==> src/rtl/alu_arbiter_if.sv <==
`default_nettype none
// ============================================================================
//  Module   : alu_arbiter_if
//  Purpose  : Requester-side bundle for alu_arbiter. Carries two packed
//             request lanes (req0 in the low slice, req1 in the high slice),
//             the accept strobes and the registered response back.
//  Modports : master - requester side (drives req_*, rsp_ready)
//             slave  - arbiter side   (drives req_ready, rsp_*)
//  Revision : 1.0  initial release
// ============================================================================
interface alu_arbiter_if #(
    parameter int DW  = 32,
    parameter int OPW = 4
);
    logic [1:0]       req_valid;
    logic [2*OPW-1:0] req_aluop;
    logic [2*DW-1:0]  req_porta;
    logic [2*DW-1:0]  req_portb;
    logic [1:0]       req_ready;
    logic [1:0]       rsp_valid;
    logic [1:0]       rsp_ready;
    logic [DW-1:0]    rsp_out;
    logic             rsp_zero;
    logic             rsp_over;
    logic             rsp_neg;

    modport master (
        output req_valid, req_aluop, req_porta, req_portb, rsp_ready,
        input  req_ready, rsp_valid, rsp_out, rsp_zero, rsp_over, rsp_neg
    );

    modport slave (
        input  req_valid, req_aluop, req_porta, req_portb, rsp_ready,
        output req_ready, rsp_valid, rsp_out, rsp_zero, rsp_over, rsp_neg
    );
endinterface
`default_nettype wire

==> src/rtl/alu_arbiter.sv <==
`default_nettype none
// ============================================================================
//  Module   : alu_arbiter
//  Purpose  : Shares one external combinational ALU between two requesters.
//             Round-robin grant, valid/ready handshake, operands latched at
//             accept and result/flags registered after one EXEC cycle.
//  Ports    : CLK, RST          clock, synchronous active-high reset
//             req_bus (slave)   request/response bundle, see alu_arbiter_if
//             alu_aluop/porta/portb  latched operands to the ALU
//             alu_outport/zero/over/neg  ALU result, captured bit-exact
//  Options  : ALU_ARB_STATS_EN  adds grant_cnt0, grant_cnt1, stall_cnt
//  Revision : 1.0  initial release
// ============================================================================
module alu_arbiter #(
    parameter int DW  = 32,
    parameter int OPW = 4
) (
    input  wire logic           CLK,
    input  wire logic           RST,
    alu_arbiter_if.slave        req_bus,
    output logic [OPW-1:0]      alu_aluop,
    output logic [DW-1:0]       alu_porta,
    output logic [DW-1:0]       alu_portb,
    input  wire logic [DW-1:0]  alu_outport,
    input  wire logic           alu_zero,
    input  wire logic           alu_over,
    input  wire logic           alu_neg
`ifdef ALU_ARB_STATS_EN
    ,
    output logic [31:0]         grant_cnt0,
    output logic [31:0]         grant_cnt1,
    output logic [31:0]         stall_cnt
`endif
);

    typedef enum logic [1:0] {
        S_IDLE = 2'd0,
        S_EXEC = 2'd1,
        S_RESP = 2'd2
    } state_t;

    state_t          r_state;
    state_t          w_next_state;
    logic            r_owner;
    logic            r_last_grant;
    logic [OPW-1:0]  r_aluop;
    logic [DW-1:0]   r_porta;
    logic [DW-1:0]   r_portb;
    logic [DW-1:0]   r_rsp_out;
    logic            r_rsp_zero;
    logic            r_rsp_over;
    logic            r_rsp_neg;

    logic [1:0]      w_grant;
    logic            w_win;
    logic            w_accept;
    logic [1:0]      w_req_ready;
    logic [1:0]      w_rsp_valid;
    logic            w_owner_ready;

    // Round-robin: a tie goes to the requester that was not served last.
    always_comb begin
        w_grant = 2'b00;
        case (req_bus.req_valid)
            2'b01:   w_grant = 2'b01;
            2'b10:   w_grant = 2'b10;
            2'b11:   w_grant = r_last_grant ? 2'b01 : 2'b10;
            default: w_grant = 2'b00;
        endcase
    end

    assign w_win         = w_grant[1];
    assign w_owner_ready = r_owner ? req_bus.rsp_ready[1] : req_bus.rsp_ready[0];

    always_comb begin
        w_next_state = r_state;
        w_accept     = 1'b0;
        w_req_ready  = 2'b00;
        w_rsp_valid  = 2'b00;
        case (r_state)
            S_IDLE: begin
                // ready mirrors the grant, so any grant is a completed handshake
                w_req_ready = w_grant;
                if (w_grant != 2'b00) begin
                    w_accept     = 1'b1;
                    w_next_state = S_EXEC;
                end
            end
            S_EXEC: begin
                w_next_state = S_RESP;
            end
            S_RESP: begin
                w_rsp_valid = r_owner ? 2'b10 : 2'b01;
                if (w_owner_ready) begin
                    w_next_state = S_IDLE;
                end
            end
            default: begin
                w_next_state = S_IDLE;
            end
        endcase
    end

    always_ff @(posedge CLK) begin
        if (RST) begin
            r_state <= S_IDLE;
        end else begin
            r_state <= w_next_state;
        end
    end

    always_ff @(posedge CLK) begin
        if (RST) begin
            r_owner      <= 1'b0;
            r_last_grant <= 1'b1;
            r_aluop      <= '0;
            r_porta      <= '0;
            r_portb      <= '0;
            r_rsp_out    <= '0;
            r_rsp_zero   <= 1'b0;
            r_rsp_over   <= 1'b0;
            r_rsp_neg    <= 1'b0;
        end else begin
            if (w_accept) begin
                r_owner      <= w_win;
                r_last_grant <= w_win;
                r_aluop      <= w_win ? req_bus.req_aluop[2*OPW-1:OPW] : req_bus.req_aluop[OPW-1:0];
                r_porta      <= w_win ? req_bus.req_porta[2*DW-1:DW]   : req_bus.req_porta[DW-1:0];
                r_portb      <= w_win ? req_bus.req_portb[2*DW-1:DW]   : req_bus.req_portb[DW-1:0];
            end
            if (r_state == S_EXEC) begin
                r_rsp_out  <= alu_outport;
                r_rsp_zero <= alu_zero;
                r_rsp_over <= alu_over;
                r_rsp_neg  <= alu_neg;
            end
        end
    end

    // The operand latch feeds the ALU directly, so alu_* only move on accept.
    assign alu_aluop         = r_aluop;
    assign alu_porta         = r_porta;
    assign alu_portb         = r_portb;
    assign req_bus.req_ready = w_req_ready;
    assign req_bus.rsp_valid = w_rsp_valid;
    assign req_bus.rsp_out   = r_rsp_out;
    assign req_bus.rsp_zero  = r_rsp_zero;
    assign req_bus.rsp_over  = r_rsp_over;
    assign req_bus.rsp_neg   = r_rsp_neg;

`ifdef ALU_ARB_STATS_EN
    logic [31:0] r_grant_cnt0;
    logic [31:0] r_grant_cnt1;
    logic [31:0] r_stall_cnt;
    logic        w_stall;

    // The IDLE term cannot fire with the grant rules above; it is kept so a
    // future grant policy change still shows up as a stall.
    assign w_stall = ((r_state == S_IDLE) && (req_bus.req_valid != 2'b00) && !w_accept) ||
                     ((r_state == S_RESP) && !w_owner_ready);

    always_ff @(posedge CLK) begin
        if (RST) begin
            r_grant_cnt0 <= '0;
            r_grant_cnt1 <= '0;
            r_stall_cnt  <= '0;
        end else begin
            if (w_accept && !w_win) begin
                r_grant_cnt0 <= r_grant_cnt0 + 32'd1;
            end
            if (w_accept && w_win) begin
                r_grant_cnt1 <= r_grant_cnt1 + 32'd1;
            end
            if (w_stall) begin
                r_stall_cnt <= r_stall_cnt + 32'd1;
            end
        end
    end

    assign grant_cnt0 = r_grant_cnt0;
    assign grant_cnt1 = r_grant_cnt1;
    assign stall_cnt  = r_stall_cnt;
`endif

endmodule
`default_nettype wire

==> src/flat_wrapper.sv <==
// flat-port wrapper written by rule: the top's interface ports become plain ports
module alu_arbiter_flat 
#(
    parameter int DW  = 32,
    parameter int OPW = 4
)
  (CLK, RST, alu_aluop, alu_porta, alu_portb, alu_outport, alu_zero, alu_over, alu_neg, req_bus_req_valid, req_bus_req_aluop, req_bus_req_porta, req_bus_req_portb, req_bus_rsp_ready, req_bus_req_ready, req_bus_rsp_valid, req_bus_rsp_out, req_bus_rsp_zero, req_bus_rsp_over, req_bus_rsp_neg);
  alu_arbiter_if #(.DW(DW), .OPW(OPW)) req_bus_i ();
  input  wire logic CLK;
  input  wire logic RST;
  output logic [OPW-1:0] alu_aluop;
  output logic [DW-1:0] alu_porta;
  output logic [DW-1:0] alu_portb;
  input  wire logic [DW-1:0] alu_outport;
  input  wire logic alu_zero;
  input  wire logic alu_over;
  input  wire logic alu_neg;
  input wire logic [$bits(req_bus_i.req_valid)-1:0] req_bus_req_valid;
  input wire logic [$bits(req_bus_i.req_aluop)-1:0] req_bus_req_aluop;
  input wire logic [$bits(req_bus_i.req_porta)-1:0] req_bus_req_porta;
  input wire logic [$bits(req_bus_i.req_portb)-1:0] req_bus_req_portb;
  input wire logic [$bits(req_bus_i.rsp_ready)-1:0] req_bus_rsp_ready;
  output wire logic [$bits(req_bus_i.req_ready)-1:0] req_bus_req_ready;
  output wire logic [$bits(req_bus_i.rsp_valid)-1:0] req_bus_rsp_valid;
  output wire logic [$bits(req_bus_i.rsp_out)-1:0] req_bus_rsp_out;
  output wire logic [$bits(req_bus_i.rsp_zero)-1:0] req_bus_rsp_zero;
  output wire logic [$bits(req_bus_i.rsp_over)-1:0] req_bus_rsp_over;
  output wire logic [$bits(req_bus_i.rsp_neg)-1:0] req_bus_rsp_neg;
  assign req_bus_i.req_valid = req_bus_req_valid;
  assign req_bus_i.req_aluop = req_bus_req_aluop;
  assign req_bus_i.req_porta = req_bus_req_porta;
  assign req_bus_i.req_portb = req_bus_req_portb;
  assign req_bus_i.rsp_ready = req_bus_rsp_ready;
  assign req_bus_req_ready = req_bus_i.req_ready;
  assign req_bus_rsp_valid = req_bus_i.rsp_valid;
  assign req_bus_rsp_out = req_bus_i.rsp_out;
  assign req_bus_rsp_zero = req_bus_i.rsp_zero;
  assign req_bus_rsp_over = req_bus_i.rsp_over;
  assign req_bus_rsp_neg = req_bus_i.rsp_neg;
  alu_arbiter #(.DW(DW), .OPW(OPW)) u_core (.CLK(CLK), .RST(RST), .req_bus(req_bus_i), .alu_aluop(alu_aluop), .alu_porta(alu_porta), .alu_portb(alu_portb), .alu_outport(alu_outport), .alu_zero(alu_zero), .alu_over(alu_over), .alu_neg(alu_neg));
endmodule
==> config.mk <==
export PLATFORM = sky130hd
export DESIGN_NAME = alu_arbiter_flat
export DESIGN_NICKNAME = d
export VERILOG_FILES = /design/src/rtl/alu_arbiter_if.sv /design/src/rtl/alu_arbiter.sv /design/src/flat_wrapper.sv
export SDC_FILE = /design/constraint.sdc
export NUM_CORES = 1
export LEC_CHECK = 0
export ABC_AREA = 1
export CAP_MARGIN = 20
export CORE_AREA = 2 2 146 148
export DETAILED_ROUTE_END_ITERATION = 16
export DIE_AREA = 0 0 148 150
export PLACE_DENSITY = 0.62
export SETUP_SLACK_MARGIN = 0.02
export SLEW_MARGIN = 20
export SYNTH_ARGS = -nofsm -noshare
export SYNTH_HDL_FRONTEND = slang
export SYNTH_SLANG_ARGS = --single-unit
==> constraint.sdc <==
create_clock -name CLK -period 1.8 [get_ports CLK]
set_input_delay 0.18 -clock CLK [delete_from_list [all_inputs] [get_ports CLK]]
set_output_delay 0.18 -clock CLK [all_outputs]
set_load 0.01 [all_outputs]
; After elaboration in Yosys (flattened, before gate mapping)
; Index checks and enable logic that the tools add are counted.
[totals]
in_bits = 177
elab_cells = 34
output_inout_bits = 107
reg_bits = 107
[op_classes]
reduce_logical = 3
mux = 14
eq_ne = 7
[ops]
columns = op, count
row1 = 32-bit 2-to-1 mux, 2
row2 = 2-bit 2-to-1 mux, 6
row3 = 2-bit case mux with 3 select lines, 2
row4 = "2-bit == test, second input constant", 3
row5 = "2-bit by 1-bit == test with 1-bit output, second input constant", 2
row6 = 4-bit 2-to-1 mux, 1
row7 = "2-bit by 1-bit inequality test with 1-bit output, second input constant", 2
row8 = 1-bit 2-to-1 mux, 3
row9 = 2-bit logical NOT, 1
row10 = 2-bit AND reduction, 1
row11 = 2-bit nonzero test, 1

; Longest topological paths before layout
; Gate-level depths: netlist of run 1.
[depth]
depth_word = 5
depth_mapped = 8
ltp_nobuf = 6

; Worst setup path before layout of run 1
; No wires, ideal clock.
[synth_timing]
path_type = reg2reg
from = register u_core.r_state[1]
to = register u_core.r_portb[23] (netlist: u_core.alu_portb[23])
required_time_ps = 1689
period_less_slack_ps = 1117
path_stages_with_launch = 7
slack_ps = 683
setup_time_ps = 111
arrival_time_ps = 1005
n_path_buf = 2
path_cell_list = dfxtp_1 > nor2_2 > o21ai_4 > buf_2 > buf_4 > nor2_1 > nor2_1
[synth_via]
elab_chain_cells = 2
[synth_lines]
columns = element, line
row1 = from (decl), alu_arbiter.sv:42  ; state_t r_state;
row2 = from (signal assigned), alu_arbiter.sv:108  ; r_state <= w_next_state;
row3 = 2-bit logical NOT, alu_arbiter.sv:80  ; case (r_state)
row4 = 1-bit 2-to-1 mux, alu_arbiter.sv:80
row5 = to (signal assigned), alu_arbiter.sv:129  ; r_portb <= w_win ? req_bus.req_portb[2*DW-1:DW] : req_bus.req_portb[DW-1:0];
row6 = to (decl), alu_arbiter.sv:48  ; logic [DW-1:0] r_portb;
; No other way between the ends.
; A chain may end at the register's enable or synchronous reset.

; Worst setup path in the final report of run 1
[layout_timing]
from = register u_core.r_state[1]
to = output port req_bus_rsp_valid[1]
[layout_via]
elab_chain_cells = 2
[layout_lines]
columns = element, line
row1 = 2-bit == test, alu_arbiter.sv:80
row2 = 2-bit 2-to-1 mux, alu_arbiter.sv:80
row3 = to (decl), flat_wrapper.sv:24  ; output wire logic [$bits(req_bus_i.rsp_valid)-1:0] req_bus_rsp_valid;
; No other way between the ends.

==> run_results.csv, run 1 <==
group,metric,value,unit
sta,min_period,1570,ps
yosys,synth.largest_area_cell,"dfxtp_1",
routing,wl_per_cell,12.4,µm
grt,grt_max_degree,61,
sta,relSlewSlack,56.5,%
routing,num_vias,5677,
setup_path,end_kind,"primary output",
yosys,synthTopCellsByCount,"277 x nand2_1, 210 x nor2_1, 107 x dfxtp_1, 73 x inv_1, 71 x nand3_1",
die,start_util,24.7,%
sta,fin_crit_sh,87.1,%
die,die-area,22200,µm²
flow_run,drv_cap,0,
die,die_w,148,µm
routing,remaining_drc_errors,0,
setup_path,worstSetupPathType,"reg2out",
yosys,ys_warn_count,0,
setup_path,required,1620,ps
sta,fmax,638,MHz
yosys,seq_area_frac_synth,42.0,%
pwr,power_density,833,nW/µm²
setup_path,crit_path_start,"u_core.r_state[1]$_SDFFE_PP0P_",
grt,grt_use_total,15.1,%
yosys,synth_ff_type,"dfxtp_1",
sta,setup-violations-final,0,
place,place.gp.congestion,0.777,
sta,grt_setup_unrepaired,"no",
yosys,synth_cell_types,17,
yosys,post-synth-top-count-cell,"nand2_1",
sta,tightest_slew,653,ps
yosys,synthArstFlopShare,0,%
clocking,cts_resized,6,
hold_path,worstHoldPathType,"in2reg",
yosys,synthCells,837,
routing,detail-route-antenna-nets,0,
sta,hold_viol_final,0,
clocking,clock-sinks,107,
setup_path,crit_arrival,1390,ps
die,fp.dieH,150,µm
finish,fillerInstances,2214,
clocking,postCtsSetupRepairBufs,0,
sta,fin_skew,11.3,ps
setup_path,r2r_start,"u_core.r_last_grant$_SDFFE_PP1P_",
yosys,synth.area.top_cells,"dfxtp_1 42%, nand2_1 20%, nor2_1 15%",
place,numPortBuffers,283,
finish,nets,1276,
clocking,cts.hold.buffers_added,0,
finish,drive_gt1_share,4.26,%
clocking,cts_buffers,9,
outcome,status,"completed",
setup_path,cp-start-kind,"flip-flop",
die,io_pins,284,
grt,grt_pass1_vias,5234,
yosys,synth_top_area_share,42.0,%
routing,drt_iter0_drc,227,
setup_path,critPathMaxFanout,3,
routing,routed_wl,17100,µm
place,dp_hpwl,12300,µm
yosys,avgSynthCellArea,6.10,µm²
clocking,cts_htree_levels,3,
finish,area_growth,68.6,%
sta,setup_tns,0,ps
pwr,ir_drop,0.402,mV
die,fp.coreArea,20700,µm²
hold_path,hold_start,"req_bus_req_valid[1]",
finish,diodes,0,
routing,dr.pass1.iters,4,
clocking,clk_latency,360,ps
yosys,synth_edf_count,0,
grt,grt_pass1_wl,26500,µm
place,pre_cts_slack,31.6,ps
clocking,root_buffer,"clkbuf_16",
clocking,cts_tree,"done",
sta,slew_viol_final,0,
grt,grt_overflow,0,
yosys,ys_ff_latch,107,
clocking,clk_path_buf_depth,2,
yosys,netlist_area,5100,µm²
pwr,p_leak,3.91,nW
sta,final_critical_path_setup_slack,233,ps
clocking,cts.clk_slew.worst_paths,80,ps
grt,antenna_found_initial,1,
routing,viasPerCell,4.12,
yosys,synthesis.nets,1014,
die,placementRows,53,
==> critical path, cell delays in order (launching register included) <==
cell and delay (ps):
dfxtp_2 390, inv_2 50, nor2_1 130, inv_1 70, nor2_1 80, dlygate4sd2_1 320
==> path summary, 6_finish.rpt <==
| check | endpoint | cells past startpoint | slack [ps] |
|---|---|---|---|
| setup / recovery | req_bus_rsp_valid[1] | 5 | 230 |
| hold / removal | u_core.r_owner$_SDFFE_PP0P_ | 4 | 300 |
| setup reg to reg | u_core.alu_porta[24]$_SDFFE_PP0P_ | 7 | 440 |
| hold reg to reg | u_core.req_bus.rsp_out[5]$_SDFFE_PP0N_ | 2 | 480 |
==> placed cells by master, fill, tap and decap left out, types with 3 or more instances in the layout <==
cell type          n
nand3_1           71
dlygate4sd2_1      4
o21ai_0           36
buf_12             9
clkbuf_16          9
clkdlybuf4s50_1  278
dfxtp_1          106
buf_4             13
nor2_1           210
nand2_1          277
inv_1             72
clkinv_8           3
==> flip-flops by register name, summed over array words and instances (netlist names) <==
| register | flops |
|---|---|
| u_core.alu_aluop | 4 |
| u_core.alu_porta | 32 |
| u_core.alu_portb | 32 |
| u_core.r_last_grant | 1 |
| u_core.r_owner | 1 |
| u_core.r_state | 2 |
| u_core.req_bus.rsp_neg | 1 |
| u_core.req_bus.rsp_out | 32 |
| u_core.req_bus.rsp_over | 1 |
| u_core.req_bus.rsp_zero | 1 |
==> where the power goes <==
group,switching [W],total (W),internal (W)
clock network,0.00106,0.00207,0.00101
logic,0.00107,0.00230,0.00123
registers,0.000145,0.00280,0.00265
total,0.00228,0.00717,0.00489
==> logic make-up after synthesis <==
family | synth area share [%]
DFF | 42.0
buffers and inverters | 10.7
AOI/OAI and AO/OA | 4.05
and+or+nand+nor | 43.3
==> cell type report <==
cell class	count	area, µm²	share of cell area [%]
well taps	275	344	4.00
inverters	75	283	3.29
flip-flops and latches	107	2140	24.9
clock inverters	7	88.8	1.03
clock buffers	9	225	2.62
multi-input cells	601	2420	28.1
repair buffers	305	3100	36.0
==> per-stage QoR <==
stage	instances	hold WS [ps]	instance area [µm²]	total power [W]	util, %
6_report	1379	300	8600	0.00717	41.6
5_1_grt	1379	309	8600	0.00766	41.6
4_1_cts	1379	285	8600	0.00733	41.6
3_5_place_dp	1363	473	8290	0.00519	40.1
3_3_place_gp	1363	461	8290	0.00517	40.1
2_1_floorplan	837	249	5100	0.00392	-
==> routing by layer <==
layer	share of wire, %	vias to the layer above	GRT usage [%]	wire, µm
li1	-	3033	-	-
met1	44	2422	18.2	7490
met2	46	197	25.5	7930
met3	7.6	25	4.33	1290
met4	2.0	0	5.48	348
met5	0	-	0	0
(Power assumes the default switching activity.)
==> run 2: changes to the inputs <==
--- a/config.mk
+++ b/config.mk
@@ -8,6 +8,7 @@
 export ABC_AREA = 1
 export CAP_MARGIN = 20
 export CORE_AREA = 2 2 146 148
+export CTS_CLUSTER_SIZE = 25
 export DETAILED_ROUTE_END_ITERATION = 16
 export DIE_AREA = 0 0 148 150
 export PLACE_DENSITY = 0.62
==> results of run 2 <==
Final layout, timing and power as in run 1 (identical DEF).
==> run 3: changes to the inputs <==
--- a/config.mk
+++ b/config.mk
@@ -5,13 +5,12 @@
 export SDC_FILE = /design/constraint.sdc
 export NUM_CORES = 1
 export LEC_CHECK = 0
-export ABC_AREA = 1
 export CAP_MARGIN = 20
-export CORE_AREA = 2 2 146 148
+export CORE_AREA = 2 2 137 139
 export CTS_CLUSTER_SIZE = 25
 export DETAILED_ROUTE_END_ITERATION = 16
-export DIE_AREA = 0 0 148 150
-export PLACE_DENSITY = 0.62
+export DIE_AREA = 0 0 139 141
+export PLACE_DENSITY = 0.64
 export SETUP_SLACK_MARGIN = 0.02
 export SLEW_MARGIN = 20
 export SYNTH_ARGS = -nofsm -noshare
==> run 3 against run 2 <==
  * Die area fell by 12%
  * Worst setup slack got worse by 93 ps
  * Clock power fell by 4%
  * Via count fell by 12%
  * Critical path depth fell by 2
  * Fmax fell by 5.6%
  * Combinational power fell by 14%
  * Sequential share of layout area rose by 2.2 points
  * Sequential cell count did not move
  * Sequential power fell by 2%
  * Wire length fell by 0.76%
  * Area after synthesis fell by 12%
  * Largest cell class unchanged
  * Largest power group unchanged
  * Highest routed layer unchanged
==> run_results.csv, run 3 <==
group,metric,value,unit
sta,slew_viol_final,0,
finish,mostFrequentLayoutCell,"clkdlybuf4s50_1",
setup_path,worst_r2r_endpoint,"u_core.alu_portb[11]$_SDFFE_PP0P_",
routing,routed_wl,16900,µm
yosys,avgSynthCellArea,7.97,µm²
routing,num_vias,5003,
sta,min_period,1660,ps
clocking,clk_path_buf_depth,2,
die,start_util,24.5,%
grt,grt_use_total,16.8,%
die,fp.coreArea,18300,µm²
yosys,seq_area_frac_synth,47.8,%
yosys,synth.area.top_cells,"dfxtp_1 48%, nand2_1 17%, a21oi_1 12%",
routing,remaining_drc_errors,0,
clocking,postCtsSetupRepairBufs,0,
setup_path,critPathMaxFanout,2,
routing,viasPerCell,4.73,
sta,tightest_slew,496,ps
setup_path,crit_arrival,1480,ps
clocking,cts.clk_slew.worst_paths,70,ps
yosys,synth_edf_count,0,
pwr,finalPower,0.00671,W
hold_path,whs_endpoint,"u_core.r_state[0]$_SDFFE_PP0P_",
sta,whs,243,ps
setup_path,cp-start-kind,"flip-flop",
setup_path,required,1620,ps
sta,fin_skew,9.24,ps
finish,drive_gt1_share,6.32,%
finish,diodes,0,
setup_path,end_kind,"primary output",
setup_path,worstSetupPathType,"reg2out",
sta,grt_setup_unrepaired,"no",
finish,nets,996,
finish,layout_common_cells,"278 x clkdlybuf4s50_1, 206 x nand2_1, 107 x dfxtp_1",
yosys,ys_ff_latch,107,
yosys,synthTopCellsByCount,"206 x nand2_1, 107 x dfxtp_1, 104 x a21oi_1, 59 x a311oi_1, 41 x clkbuf_1",
finish,seq_area,2140,µm²
hold_path,worstHoldPathType,"in2reg",
flow_run,drv_cap,0,
finish,fillerInstances,1876,
grt,grt_pass1_vias,4860,
clocking,clock-sinks,107,
yosys,synth.largest_area_cell,"dfxtp_1",
routing,drt_iter0_drc,132,
die,fp.dieH,141,µm
yosys,synth_cell_types,25,
clocking,cts_htree_levels,3,
yosys,synthesis.nets,739,
grt,antenna_found_initial,0,
grt,grt_overflow,0,
yosys,post-synth-top-count-cell,"nand2_1",
sta,fmax,602,MHz
pwr,p_leak,2.89,nW
sta,relSlewSlack,66.9,%
yosys,synth_top_area_share,47.8,%
yosys,synthArstFlopShare,0,%
yosys,synth_ff_type,"dfxtp_1",
setup_path,rrSetupSlack,330,ps
sta,hold_viol_final,0,
place,numPortBuffers,283,
routing,wl_per_cell,16.0,µm
setup_path,r2r_start,"u_core.r_last_grant$_SDFFE_PP1P_",
finish,multi_input_area,2100,µm²
clocking,cts_tree,"done",
yosys,ys_warn_count,0,
place,place.gp.congestion,0.755,
routing,detail-route-antenna-nets,0,
yosys,synthCells,562,
clocking,cts_buffers,9,
pwr,power_density,850,nW/µm²
hold_path,hold_start,"RST",
clocking,root_buffer,"clkbuf_16",
routing,dr.pass1.iters,4,
hold_path,hold_depth,2,
die,die-area,19600,µm²
grt,grt_pass1_wl,26300,µm
finish,area_growth,76.3,%
sta,setup-violations-final,0,
setup_path,rr_worst_depth,5,
place,dp_hpwl,11500,µm
grt,grt_max_degree,54,
die,io_pins,284,
sta,fin_crit_sh,92.2,%
outcome,status,"completed",
clocking,clk_latency,350,ps
yosys,netlist_area,4480,µm²
die,die_w,139,µm
pwr,ir_drop,0.465,mV
die,placementRows,50,
==> run 3: layout make-up <==
class	instances	area share [%]
clock buffer	11	2.95
clock inverter	4	0.665
multi-input combinational	397	26.6
sequential	107	27.1
tap	234	3.71
timing repair buffer	304	39.0
==> run 3: cells by family after synthesis <==
| logic type | after synthesis | synth area share (%) |
|---|---|---|
| buffers and inverters | 58 | 5.75 |
| AOI/OAI and AO/OA | 176 | 27.0 |
| and+or+nand+nor | 220 | 19.2 |
| muxes | 1 | 0.223 |
| DFF | 107 | 47.8 |
==> run 3: how the worst max path moves through the flow <==
stage                                      from                                end  slack [ps]  cells past startpoint
2_1_floorplan  u_core.r_last_grant$_SDFFE_PP1P_  u_core.alu_portb[21]$_SDFFE_PP0P_         410                      5
3_3_place_gp               req_bus_req_valid[0]               req_bus_req_ready[0]        -260                      4
3_5_place_dp               req_bus_req_valid[0]               req_bus_req_ready[0]        -230                      4
4_1_cts          u_core.r_state[1]$_SDFFE_PP0P_               req_bus_req_ready[0]           4                      3
5_1_grt                    req_bus_req_valid[0]               req_bus_req_ready[1]          30                      5
6_report         u_core.r_state[1]$_SDFFE_PP0P_               req_bus_req_ready[0]         140                      3
==> run 3: per-layer routing <==
layer / wire length (µm) / global-route usage [%] / vias up
li1: - / - / 2477
met4: 310 / 5.74 / 0
met5: 0 / 0 / -
met3: 1600 / 5.94 / 20
met1: 7210 / 20.5 / 2279
met2: 7810 / 27.7 / 227
==> run 3: timing repair <==
item                                   CTS  global route
gates resized for setup                  4             2
setup endpoints to repair                4             1
hold buffers                             0             0
endpoints found under the hold margin    0             0
cloned                                   0             0
==> run 3: metrics by stage <==
stage          setup slack (ps)  TNS, ps  cells  area, µm²  utilization [%]
6_report                    140        0   1057       7900             43.2
5_1_grt                    34.5        0   1057       7900             43.2
4_1_cts                    3.86        0   1057       7900             43.3
3_5_place_dp               -227    -2270   1042       7620             41.7
3_3_place_gp               -261    -1440   1042       7620             41.7
2_1_floorplan               410        0    562       4480                -
==> run 3: where the power goes <==
part | switching (W) | internal (W) | leakage (nW)
clock network | 0.000915 | 0.00107 | 0.128
logic | 0.000878 | 0.00109 | 1.88
registers | 0.000131 | 0.00262 | 0.884
total | 0.00192 | 0.00479 | 2.89
==> run 3: critical path: stages (launching register included) <==
cell and delay (ps):
dfxtp_1 320, or3b_2 470, nor2_1 180, clkbuf_2 170
